<file path="src/rtl/reg_bank.sv">
// Working-register bank: two read ports, an ALU writeback port and a
// split-transaction memory-load port that tracks one outstanding load.
module reg_bank #(
  parameter  int WIDTH    = 8,
  parameter  int NUM_REGS = 4,
  localparam int IDX_W    = $clog2(NUM_REGS)
) (
  input  logic             clk,
  input  logic             reset,
  input  logic             load_req,
  input  logic [IDX_W-1:0] load_idx,
  input  logic             data_valid,
  input  logic [WIDTH-1:0] data_write,
  input  logic             wb_en,
  input  logic [IDX_W-1:0] wb_idx,
  input  logic [WIDTH-1:0] result,
  input  logic [IDX_W-1:0] rd_idx_a,
  input  logic [IDX_W-1:0] rd_idx_b,
  output logic [WIDTH-1:0] rd_data_a,
  output logic [WIDTH-1:0] rd_data_b,
  output logic             load_ready,
  output logic             hazard,
  output logic             err_overlap
);

  typedef enum logic {
    IDLE = 1'b0,
    PEND = 1'b1
  } state_t;

  state_t           state_q, state_d;
  logic [IDX_W-1:0] pend_q, pend_d;
  logic             err_q, err_d;
  logic [WIDTH-1:0] regs_q [NUM_REGS];
  logic [WIDTH-1:0] regs_d [NUM_REGS];

  logic             ld_we;
  logic [IDX_W-1:0] ld_idx;

  always_comb begin
    state_d = state_q;
    pend_d  = pend_q;
    err_d   = err_q;
    ld_we   = 1'b0;
    ld_idx  = load_idx;
    unique case (state_q)
      IDLE: begin
        if (load_req && data_valid) begin
          ld_we  = 1'b1;
          ld_idx = load_idx;
        end else if (load_req) begin
          pend_d  = load_idx;
          state_d = PEND;
        end
      end
      PEND: begin
        if (load_req)
          err_d = 1'b1;
        if (data_valid) begin
          ld_we   = 1'b1;
          ld_idx  = pend_q;
          state_d = IDLE;
        end
      end
      default: state_d = IDLE;
    endcase
  end

  // Load data has priority over a writeback to the same register.
  always_comb begin
    for (int i = 0; i < NUM_REGS; i++) begin
      regs_d[i] = regs_q[i];
      if (ld_we && ld_idx == IDX_W'(i))
        regs_d[i] = data_write;
      else if (wb_en && wb_idx == IDX_W'(i))
        regs_d[i] = result;
    end
  end

  always_ff @(posedge clk) begin
    if (!reset) begin
      state_q <= IDLE;
      pend_q  <= '0;
      err_q   <= 1'b0;
      regs_q  <= '{default: '0};
    end else begin
      state_q <= state_d;
      pend_q  <= pend_d;
      err_q   <= err_d;
      regs_q  <= regs_d;
    end
  end

  // Indices past NUM_REGS match nothing and read as zero.
  function automatic logic [WIDTH-1:0] rd(input logic [IDX_W-1:0] idx);
    logic [WIDTH-1:0] v;
    v = '0;
    for (int i = 0; i < NUM_REGS; i++)
      if (idx == IDX_W'(i))
        v = regs_q[i];
    return v;
  endfunction

  assign rd_data_a   = rd(rd_idx_a);
  assign rd_data_b   = rd(rd_idx_b);
  assign load_ready  = (state_q == IDLE);
  assign hazard      = (state_q == PEND) &&
                       ((rd_idx_a == pend_q) || (rd_idx_b == pend_q));
  assign err_overlap = err_q;

endmodule

</file>
<file path="config.mk">
export PLATFORM = sky130hd
export DESIGN_NAME = reg_bank
export DESIGN_NICKNAME = d
export VERILOG_FILES = /design/src/rtl/reg_bank.sv
export SDC_FILE = /design/constraint.sdc
export NUM_CORES = 1
export LEC_CHECK = 0
export CORE_MARGIN = 2
export CORE_UTILIZATION = 55
export DETAILED_ROUTE_END_ITERATION = 10
export PLACE_DENSITY = 0.92
export SKIP_CTS_REPAIR_TIMING = 1
export SYNTH_ARGS = -nofsm -noshare
export SYNTH_HDL_FRONTEND = slang
export SYNTH_SLANG_ARGS = --single-unit
</file>
<file path="constraint.sdc">
create_clock -name clk -period 4.45 [get_ports clk]
set_input_delay 0.445 -clock clk [delete_from_list [all_inputs] [get_ports clk]]
set_output_delay 0.445 -clock clk [all_outputs]
set_load 0.02 [all_outputs]
</file>
== Word-level counts from Yosys, hierarchy flattened ==
Cells that the tools add are included.
Cells by class
  bitwise logic cells: 2
  multiplexer cells: 25
  reductions and logical operators: 21
  equal/unequal tests: 14
Operator list (count)
  $mux W8: 16
  $eq A2 B2 Y1 const B: 8
  $logic_and A1 B1 Y1: 10
  $eq A2 B1 Y1 const B: 4
  $logic_not A2 Y1: 4
  $reduce_bool A2 Y1: 4
  $mux W1: 5
  $eq A2 B2 Y1: 2
  $pmux W1 S2: 2
  $pmux W2 S2: 1
  $reduce_and A3 Y1: 1
  $mux W2: 1
  $not A1 Y1: 2
  $reduce_and A2 Y1: 1
  $logic_or A1 B1 Y1: 1
Storage, ports and cells
  register bits after elaboration: 36
  output and inout bits: 19
  bits of input ports: 29
  word-level logic and storage cells: 69

== Depth between registers and ports, before layout ==
Gate-level depths: netlist of the first run.
  depth after elaboration: 5
  mapped depth: 5
  gate-level depth less buffers: 3

== Worst setup path before layout of the first run ==
OpenSTA, ideal clock, no wires.
  kind: in2out
  start: input rd_idx_a[1]
  end: output rd_data_a[7]
  path slack: 2.621 ns
  buffers on the path: 1
  required time: 4.005 ns
  arrival: 1.384 ns
  stages: 2
  path through: clkbuf_1 -> mux4_2
Between the ends
  word-level cells in the longest chain between the ends: 5
  elaborated cells between the ends (all ways): 8
  classes of those cells: 3 x eq/ne; 4 x mux; 1 x reduce/logical
RTL lines
  start: declaration: line 17  | input logic [IDX_W-1:0] rd_idx_a,
  $logic_not A2 Y1: line 99  | if (idx == IDX_W'(i))
  $mux W8 (3 in series): line 99
  $mux W8 (*): line 99
  end: declaration: line 19  | output logic [WIDTH-1:0] rd_data_a,
Mark *: on every way between the ends. The rest lies on a longest branch, timed or not.

== Worst setup path after layout of the first run ==
  start: input rd_idx_a[0]
  end: output rd_data_a[1]
The elaborated chain is that of the path after synthesis.

==> PnR_summary.wiki, run 1 <==
{| class="wikitable"
! Metric !! Value
|-
| CTS H-tree depth || 2
|-
| Area occupied by multi-input gates || 1400 um2
|-
| Critical-path cell list || clkdlybuf4s50_1 > mux4_2 > clkdlybuf4s50_1
|-
| Fill cell count || about 290
|-
| Top-level port count || 48
|-
| Kind of launch point of the worst setup path || primary input
|-
| Most numerous cell on the critical path || clkdlybuf4s50_1
|-
| Crit Path Category || in -> out
|-
| Power consumption || ~0.00084 W
|-
| Detailed-routing iteration count for the pre-antenna-repair pass || 4
|-
| Syn_nets || 204
|-
| Number of port buffers || between 40 and 50
|-
| FF/Latch Area || ~700 um2
|-
| Total standard cell area after synthesis || 2210 um2
|-
| Total Die Area || 4530 um2
|-
| Cell Count, Final, Fillers Out || roughly 270
|-
| Y dimension of the die || between 60 and 70 um
|-
| Highest achievable clock rate || around 330 MHz
|-
| Post-route clock period utilization || 0.672
|-
| Clock latency at the later pin of the worst-skew pair || 0.29 ns
|-
| Remaining routing DRC violations || 0
|-
| Commonest non-fill, non-tap cell in the layout || clkdlybuf4s50_1
|-
| Count of synthesis-stage warnings from yosys || 0
|-
| Basic-gate share of the synthesized area counting and, or, nand and nor cells || 0.0970
|-
| Pleak || approximately 1.0 nW
|-
| Post-detail-place hpwl || around 3.6 mm
|-
| Cells after synthesis || 175
|-
| Gr ovfl total || 0
|-
| Drt initial violations || between 100 and 150
|-
| Post-synthesis adder-cell area fraction || 0
|-
| Clk Tree Root Cell || clkbuf_8
|-
| Wirelength, routed || 5.68 mm
|-
| Yosys cell types || 29
|-
| CP endpoint kind || primary output
|-
| Max-cap check violation count || 0
|-
| Num Clock Sinks || 36
|-
| Maximum number of pins on one net before global-route repair || 37
|-
| Total via count after detailed routing || roughly 1.8k
|-
| Worst Tran Pin Value || ~1.2 ns
|-
| Sequential cell fraction of total power || 0.425
|-
| Number of vias per cell after detailed routing || around 6.6
|-
| Cell count after placement || between 200 and 300
|-
| Largest family of logic cells by synthesized area || multiplexers
|-
| Mux share of post-synthesis cell area || 0.336
|-
| CTS clk-pin slew, worst paths || approximately 0.070 ns
|-
| Area overhead of the layout relative to synthesis || 25.9%
|-
| Compound-gate portion of the synthesized area || 0.188
|-
| Total routing usage reported by global routing || 0.270
|-
| Result of the run || completed
|-
| Number of enable flip-flop cells after synthesis || 0
|-
| Class of the most critical hold timing path || reg -> reg
|-
| Minimum clock period after layout || approximately 3.0 ns
|-
| Max-slew violations || 0
|-
| Number of placement rows || 23
|-
| Relative slew margins || 0.172
|-
| Wire length of the first global-routing pass || approximately 8.6 mm
|-
| Gpl congestion || between 0.7 and 0.8
|-
| Internal power summed over all cells || between 0.0006 and 0.0007 W
|-
| Setup repair after global routing missed its margin || false
|-
| Post-Route Setup TNS || 0 ns
|-
| Top library cells by usage in the layout, fill and taps aside || clkdlybuf4s50_1, dfxtp_1, mux2_2, o221a_2, mux4_2
|-
| Ratio of cells with drive above 1 in the final layout || 0.391
|-
| Total power divided by cell area || just over 300 nW/um2
|-
| Final setup violation count || 0
|-
| Critical-path maximum fanout || 9
|-
| Final routed wire length divided by cell count || 21.4 um
|-
| Share of synthesized registers carrying an async set or reset || 0
|-
| Core footprint || roughly 4000 um2
|-
| Data required time at the worst endpoint || roughly 4 ns
|-
| Total clock buffers created by CTS || 5
|-
| Xor/xnor cell area share of the yosys netlist || 0.0159
|-
| Sequential fraction of the synthesis area || 0.327
|-
| Die width || approximately 67 um
|-
| Max Root-Sink Buffers || 2
|-
| Maximum single-stage delay on the critical path || just over 0.9 ns
|-
| Number of global-route vias before repair || roughly 1.7k
|-
| Antenna violations before repair || 0
|-
| Remaining antenna violation count after routing || 0
|-
| CP Data Arrival Time || between 2 and 3 ns
|-
| Portion of total power attributed to combinational logic || 0.235
|-
| Switching power share of the total || 0.264
|-
| Clk network pwr share || 0.340
|-
| Number of register bits inferred by synthesis || 36
|-
| Antenna Diode Count || 0
|-
| Peak VDD IR || slightly above 0.2 mV
|-
| Clock Skew || ~0.0052 ns
|-
| Ys flop type || dfxtp_1
|-
| Master of the slowest instance on the critical path || clkdlybuf4s50_1
|-
| Endpoints failing hold || 0
|-
| Number of nets in the layout || 243
|-
| Initial cell density of the core || 0.560
|-
| Clock tree from TritonCTS || built
|-
| Syn avg cell area || between 10 and 15 um2
|-
| Switching component of the power || approximately 0.00022 W
|}
==> cells by family (layout without fill, tap and decap cells) <==
family | Yosys count | count (layout)
xor gates and xnor gates | 4 | 4
DFF | 36 | 36
AOI/OAI and AO/OA | 39 | 39
muxes | 50 | 50
buffers and inverters | 17 | 57
and+or+nand+nor | 29 | 29
==> through the flow <==
step                hold slack [ns]  utilization  area (um2)  setup slack [ns]
floorplan                     0.577            -        2210              2.62
global placement              0.476        0.676        2670              1.48
detailed placement            0.490        0.676        2670              1.45
CTS                           0.512        0.704        2780              1.44
global route                  0.556        0.704        2780              1.39
finish                        0.516        0.704        2780              1.46
==> final cells by class <==
cell class / instances / share of cell area
multi-input cells: 122 / 0.506
repair buffers: 47 / 0.169
well taps: 50 / 0.0225
inverters: 2 / 0.00270
clock inverters: 3 / 0.0153
clock buffers: 5 / 0.0248
flip-flops and latches: 36 / 0.260
==> flip-flops by register name (all words and copies together), names as in the netlist <==
signal	count
regs_q	32
err_overlap	1
pend_q	2
state_q	1
==> layer usage <==
layer  vias to the layer above  track usage  wire length (um)
met5                         -            0                 0
met4                         0       0.0893               120
met3                        10       0.0717               314
met2                        67        0.459              2890
met1                       880        0.332              2350
li1                        799            -                 -
==> worst max-delay path: cells and delay by family <==
kind / cells / cell delay [ns]
muxes: 1 / 0.61
buffers and inverters: 2 / 1.50
==> power groups by stage <==
stage | clock network [W] | logic (W) | registers (W)
6_report | 0.000287 | 0.000198 | 0.000359
5_1_grt | 0.000302 | 0.000210 | 0.000362
4_1_cts | 0.000287 | 0.000198 | 0.000359
3_5_place_dp | 0 | 0.000196 | 0.000365
3_3_place_gp | 0 | 0.000193 | 0.000364
2_1_floorplan | 0 | 0.000128 | 0.000359
==> cells in the mapped netlist (3+ instances only) <==
library cell / instances / area share
dfxtp_1: 36 / 0.33
mux2_2: 32 / 0.16
o221a_2: 24 / 0.12
mux4_2: 16 / 0.16
clkbuf_1: 9 / 0.015
nand2b_1: 8 / 0.023
o221a_1: 8 / 0.041
a21oi_1: 4 / 0.0091
nand3b_1: 4 / 0.014
xnor2_1: 4 / 0.016
and2_1: 3 / 0.0085
nor2b_1: 3 / 0.0085
==> final timing paths <==
| check | slack (ns) | from | end | cells after the start |
|---|---|---|---|---|
| hold reg to reg | 0.52 | err_overlap | err_overlap | 2 |
| setup reg to reg | 2.64 | state_q | regs_q[7] | 3 |
| hold / removal | 0.52 | err_overlap | err_overlap | 2 |
| setup / recovery | 1.46 | rd_idx_a[0] | rd_data_a[1] | 3 |
(Power assumes the default switching activity.)
==> run 2: changes to the inputs <==
- CORE_UTILIZATION: 55 -> 51
- PLACE_DENSITY: 0.92 -> 0.86
- clock period: 4.45 -> 2.76 ns (I/O delays scaled with it)
==> PnR_summary.wiki, run 2 (same netlist as run 1, synthesis figures left out) <==
{| class="wikitable"
! Metric !! Value
|-
| Master of the slowest instance on the critical path || clkdlybuf4s50_1 (unchanged)
|-
| Top library cells by usage in the layout, fill and taps aside || clkdlybuf4s50_1, dfxtp_1, mux2_2, o221a_2, mux4_2 (unchanged)
|-
| Remaining routing DRC violations || 0 (unchanged)
|-
| Initial cell density of the core || 0.540 (was 0.560)
|-
| Relative slew margins || 0.626 (was 0.172)
|-
| Clock latency at the later pin of the worst-skew pair || 0.29 ns (about the same)
|-
| Post-detail-place hpwl || 4.33 mm (was 3.62 mm)
|-
| Number of flip-flops in the largest register || 32 (unchanged)
|-
| Total Die Area || 4870 um2 (was 4530 um2)
|-
| M3 GR Usage || 0.0596 (was 0.0717)
|-
| Setup repair after global routing missed its margin || false (unchanged)
|-
| Drt initial violations || 156 (was 128)
|-
| Post-route clock period utilization || 0.873
|-
| Max-slew violations || 0 (unchanged)
|-
| Class of the most critical hold timing path || reg -> reg (unchanged)
|-
| Number of nets in the layout || 253 (was 243)
|-
| Crit Path Category || in -> out (unchanged)
|-
| Reg2reg start || state_q (unchanged)
|-
| Number of vias per cell after detailed routing || 6.73 (was 6.63)
|-
| Number of port buffers || 47 (unchanged)
|-
| Hold path start || err_overlap (unchanged)
|-
| Gr ovfl total || 0 (unchanged)
|-
| Commonest non-fill, non-tap cell in the layout || clkdlybuf4s50_1 (unchanged)
|-
| Met1 demand-to-capacity share in global routing || 0.325 (was 0.332)
|-
| Most numerous cell on the critical path || clkdlybuf4s50_1 (unchanged)
|-
| Max-cap check violation count || 0 (unchanged)
|-
| Kind of launch point of the worst setup path || primary input (unchanged)
|-
| RR Endpoint || regs_q[28] (was regs_q[7])
|-
| Peak VDD IR || 0.377 mV (was 0.206 mV)
|-
| Total routing usage reported by global routing || 0.265 (was 0.270)
|-
| Number of cells on the worst hold path || 2 (unchanged)
|-
| Critical-path maximum fanout || 6 (was 9)
|-
| Detailed-routing iteration count for the pre-antenna-repair pass || 4 (unchanged)
|-
| Power consumption || 0.00143 W (was 0.000845 W)
|-
| Endpoints failing hold || 0 (unchanged)
|-
| Clk Tree Root Cell || clkbuf_8 (unchanged)
|-
| Total clock buffers created by CTS || 5 (unchanged)
|-
| GR met2 Demand/Resource || 0.440 (was 0.459)
|-
| Ratio of cells with drive above 1 in the final layout || 0.418 (was 0.391)
|-
| Clock Skew || 0.00525 ns (was 0.00516 ns)
|-
| Capture endpoint of the worst hold path || err_overlap (unchanged)
|-
| WHS || 0.504 ns (was 0.516 ns)
|-
| Gpl congestion || 0.843 (was 0.785)
|-
| Buffers plus inverters on the worst setup path || 3 (was 2)
|-
| Pleak || 1.06 nW (was 1.00 nW)
|-
| Maximum single-stage delay on the critical path || 0.72 ns (was 0.91 ns)
|-
| Post-Route Setup TNS || 0 ns (unchanged)
|-
| Number of placement rows || 23 (unchanged)
|-
| Top Registers || regs_q: 32 flops, pend_q: 2 flops (unchanged)
|-
| Num Clock Sinks || 36 (unchanged)
|-
| Result of the run || completed (unchanged)
|-
| Most flops, register || regs_q (unchanged)
|-
| Final setup violation count || 0 (unchanged)
|-
| Final routed wire length divided by cell count || 22.6 um (was 21.4 um)
|-
| Antenna violations before repair || 0 (unchanged)
|-
| Top-level port count || 48 (unchanged)
|-
| Data required time at the worst endpoint || 2.48 ns (was 4.01 ns)
|-
| Layer with the highest usage after global routing || met2 (unchanged)
|-
| Number of global-route vias before repair || 1967 (was 1695)
|-
| Minimum clock period after layout || 2.41 ns
|-
| Total power divided by cell area || 499 nW/um2 (was 304 nW/um2)
|-
| Wire length of the first global-routing pass || 10.1 mm (was 8.59 mm)
|-
| Remaining antenna violation count after routing || 0 (unchanged)
|-
| Die width || 69.8 um (was 67.3 um)
|-
| Worst Tran Pin Value || 0.560 ns (was 1.24 ns)
|-
| Max Root-Sink Buffers || 2 (unchanged)
|-
| CP delay by family, top || buffers and inverters (unchanged)
|-
| CTS clk-pin slew, worst paths || 0.08 ns (was 0.07 ns)
|-
| Wirelength, routed || 6.22 mm (was 5.68 mm)
|-
| Clock tree from TritonCTS || built (unchanged)
|-
| Y dimension of the die || 69.8 um (was 67.3 um)
|-
| Maximum number of pins on one net before global-route repair || 33 (was 37)
|-
| Cells on worst reg2reg path || 3 (unchanged)
|-
| Register-to-register setup slack || 1.12 ns (was 2.64 ns)
|-
| Antenna Diode Count || 0 (unchanged)
|-
| CTS H-tree depth || 2 (unchanged)
|-
| Highest achievable clock rate || between 400 and 500 MHz
|-
| Area overhead of the layout relative to synthesis || 29.9% (was 25.9%)
|-
| CP Data Arrival Time || 2.13 ns (was 2.55 ns)
|-
| Core footprint || 4090 um2 (was 3940 um2)
|-
| Total via count after detailed routing || 1852 (was 1756)
|-
| Critical-path cell list || clkdlybuf4s50_1 > buf_4 > mux4_2 > clkdlybuf4s50_1 (was clkdlybuf4s50_1 > mux4_2 > clkdlybuf4s50_1)
|-
| CP endpoint kind || primary output (unchanged)
|}
[run 2: cell count changes in the layout (fill, tap and decap cells not counted)]
cell / change
clkbuf_8: +2
clkinvlp_4: -1
buf_4: +10
clkinv_2: -1
[run 2: power breakdown]
part	internal [W]	total, W	switching (W)
sequential	0.000553	0.000580	0.0000271
combinational	0.000190	0.000333	0.000143
clock	0.000319	0.000518	0.000199
[run 2: worst max path at each step]
stage | endpoint | start | depth (start not counted) | slack [ns]
2_1_floorplan | regs_q[24] | state_q | 5 | 1.23
3_3_place_gp | rd_data_a[7] | rd_idx_a[1] | 3 | 0.40
3_5_place_dp | rd_data_a[1] | rd_idx_a[1] | 4 | 0.37
4_1_cts | rd_data_a[1] | rd_idx_a[1] | 4 | 0.35
5_1_grt | rd_data_a[1] | rd_idx_a[1] | 4 | 0.31
6_report | rd_data_a[1] | rd_idx_a[1] | 4 | 0.35
[run 2: cell type report]
cell class	count	area (um2)
Multi-Input combinational cell	122	1400
Fill cell	279	1220
Clock inverter	1	30.0
Clock buffer	7	96.3
Inverter	2	7.51
Tap cell	50	62.6
Timing Repair Buffer	57	546
Sequential cell	36	721
[run 2: worst register-to-register path: stages, from the launching register on]
cell and delay, ns:
dfxtp_1 0.52, or3b_1 0.46, a21oi_4 0.35, o221a_1 0.25
[run 2: per-layer routing]
layer / routed length (um) / vias to the layer above / share of wire
li1: - / 818 / -
met5: 0 / - / 0
met4: 94 / 0 / 0.015
met3: 526 / 11 / 0.085
met1: 2410 / 924 / 0.39
met2: 3190 / 99 / 0.51
[run 2: stage by stage]
| step | worst slack [ns] | cell area [um2] | std cells | util |
|---|---|---|---|---|
| final | 0.350 | 2870 | 275 | 0.701 |
| after global routing | 0.315 | 2870 | 275 | 0.701 |
| after CTS | 0.347 | 2870 | 275 | 0.701 |
| after detailed placement | 0.372 | 2740 | 267 | 0.671 |
| after global placement | 0.397 | 2740 | 267 | 0.671 |
| after floorplan | 1.23 | 2210 | 175 | - |
==> run 3: changes to the inputs <==
- CORE_UTILIZATION: 51 -> 55
- PLACE_DENSITY: 0.86 -> 0.92
- clock period: 2.76 -> 2.9 ns (I/O delays scaled with it)
==> PnR_summary.wiki, run 3 (same netlist as run 1, synthesis figures left out) <==
{| class="wikitable"
! Metric !! Value
|-
| Setup repair after global routing missed its margin || false (unchanged)
|-
| Final routed wire length divided by cell count || 20.6 um (was 22.6 um)
|-
| CP endpoint kind || primary output (unchanged)
|-
| Critical-path cell list || clkdlybuf4s50_1 > mux4_2 > clkdlybuf4s50_1 (was clkdlybuf4s50_1 > buf_4 > mux4_2 > clkdlybuf4s50_1)
|-
| Number of placement rows || 23 (unchanged)
|-
| Number of port buffers || 47 (unchanged)
|-
| Drt initial violations || 83 (was 156)
|-
| Core footprint || 3940 um2 (was 4090 um2)
|-
| Post-Route Setup TNS || 0 ns (unchanged)
|-
| Post-route clock period utilization || 0.819
|-
| Initial cell density of the core || 0.560 (was 0.540)
|-
| Y dimension of the die || 67.3 um (was 69.8 um)
|-
| Final setup violation count || 0 (unchanged)
|-
| Num Clock Sinks || 36 (unchanged)
|-
| Pleak || 1.06 nW (unchanged)
|-
| Peak VDD IR || 0.426 mV (was 0.377 mV)
|-
| Master of the slowest instance on the critical path || clkdlybuf4s50_1 (unchanged)
|-
| Detailed-routing iteration count for the pre-antenna-repair pass || 4 (unchanged)
|-
| Clock latency at the later pin of the worst-skew pair || 0.29 ns (about the same)
|-
| Commonest non-fill, non-tap cell in the layout || clkdlybuf4s50_1 (unchanged)
|-
| Max Root-Sink Buffers || 2 (unchanged)
|-
| Wirelength, routed || 5.66 mm (was 6.22 mm)
|-
| Data required time at the worst endpoint || 2.61 ns (was 2.48 ns)
|-
| Clock tree from TritonCTS || built (unchanged)
|-
| Kind of launch point of the worst setup path || primary input (unchanged)
|-
| Die width || 67.3 um (was 69.8 um)
|-
| Maximum number of pins on one net before global-route repair || 34 (was 33)
|-
| Reg2reg start || state_q (unchanged)
|-
| CP Data Arrival Time || 2.09 ns (was 2.13 ns)
|-
| Critical-path maximum fanout || 6 (unchanged)
|-
| Number of flip-flops in the largest register || 32 (unchanged)
|-
| Post-detail-place hpwl || 3.94 mm (was 4.33 mm)
|-
| Result of the run || completed (unchanged)
|-
| Class of the most critical hold timing path || reg -> reg (unchanged)
|-
| Number of nets in the layout || 253 (unchanged)
|-
| Antenna violations before repair || 0 (unchanged)
|-
| CTS clk-pin slew, worst paths || 0.07 ns (was 0.08 ns)
|-
| Worst Tran Pin Value || 0.584 ns (was 0.560 ns)
|-
| Max-cap check violation count || 0 (unchanged)
|-
| Max-slew violations || 0 (unchanged)
|-
| Endpoints failing hold || 0 (unchanged)
|-
| Remaining routing DRC violations || 0 (unchanged)
|-
| Gr ovfl total || 0 (unchanged)
|-
| Most numerous cell on the critical path || clkdlybuf4s50_1 (unchanged)
|-
| Relative slew margins || 0.611 (was 0.626)
|-
| Cell area after layout || 2870 um2 (unchanged)
|-
| Antenna Diode Count || 0 (unchanged)
|-
| Minimum clock period after layout || roughly 2.4 ns
|-
| Total routing usage reported by global routing || 0.274 (was 0.265)
|-
| Total via count after detailed routing || 1794 (was 1852)
|-
| Crit Path Category || in -> out (unchanged)
|-
| Highest achievable clock rate || ~420 MHz
|-
| Top-level port count || 48 (unchanged)
|-
| CTS H-tree depth || 2 (unchanged)
|-
| Wire length of the first global-routing pass || 8.85 mm (was 10.1 mm)
|-
| Most flops, register || regs_q (unchanged)
|-
| Clk Tree Root Cell || clkbuf_8 (unchanged)
|-
| Remaining antenna violation count after routing || 0 (unchanged)
|-
| Gpl congestion || 0.803 (was 0.843)
|-
| Top Registers || regs_q: 32 flops, pend_q: 2 flops (unchanged)
|-
| Number of vias per cell after detailed routing || 6.52 (was 6.73)
|-
| Total Die Area || 4530 um2 (was 4870 um2)
|-
| Maximum single-stage delay on the critical path || 0.69 ns (was 0.72 ns)
|-
| Top library cells by usage in the layout, fill and taps aside || clkdlybuf4s50_1, dfxtp_1, mux2_2, o221a_2, mux4_2 (unchanged)
|-
| Clock Skew || 0.00278 ns (was 0.00525 ns)
|-
| Total clock buffers created by CTS || 5 (unchanged)
|-
| Critical Path Start || rd_idx_a[1] (unchanged)
|-
| Total power divided by cell area || 472 nW/um2 (was 499 nW/um2)
|-
| Ratio of cells with drive above 1 in the final layout || 0.418 (unchanged)
|-
| Area after DPL || 2740 um2 (unchanged)
|-
| Hold path start || err_overlap (unchanged)
|-
| Area overhead of the layout relative to synthesis || 29.9% (unchanged)
|-
| Number of global-route vias before repair || 1832 (was 1967)
|}
[run 3: path summary, 6_finish.rpt]
check,slack [ns],depth (start not counted),end
worst max-delay path,0.52,3,rd_data_a[7]
worst min-delay path,0.51,2,err_overlap
worst max register to register,1.25,4,regs_q[1]
worst min register to register,0.51,2,err_overlap
[run 3: worst max-delay path: cells and delay by family]
kind	cells	cell delay [ns]
buffers and inverters	2	1.25
multiplexers	1	0.55
[run 3: power by group]
| part | leakage [nW] | internal, W | switching [W] |
|---|---|---|---|
| Sequential | 0.295 | 0.000526 | 0.0000241 |
| Combinational | 0.702 | 0.000181 | 0.000131 |
| Clock | 0.0645 | 0.000303 | 0.000187 |
[run 3: metal layers]
metal,vias up,global-route usage,share of wire
met5,-,0,0
met4,0,0.125,0.018
met3,11,0.0750,0.070
met2,81,0.484,0.51
met1,887,0.306,0.40
li1,815,-,-
[run 3: metrics by stage]
step	power, W	worst slack (ns)	util	hold slack, ns	cells
final	0.00135	0.525	0.727	0.513	275
after global placement	0.000862	0.502	0.695	0.478	267
after detailed placement	0.000871	0.527	0.695	0.491	267
after global routing	0.00140	0.472	0.727	0.570	275
after CTS	0.00135	0.527	0.727	0.523	275
after floorplan	0.000748	1.37	-	0.428	175
[run 3: final cells by class]
| cell class | count | area, um2 |
|---|---|---|
| fillers | 282 | 1080 |
| inverters | 2 | 7.51 |
| multi-input cells | 122 | 1400 |
| repair buffers | 57 | 546 |
| clock inverters | 1 | 30.0 |
| well taps | 50 | 62.6 |
| flip-flops and latches | 36 | 721 |
| clock buffers | 7 | 96.3 |
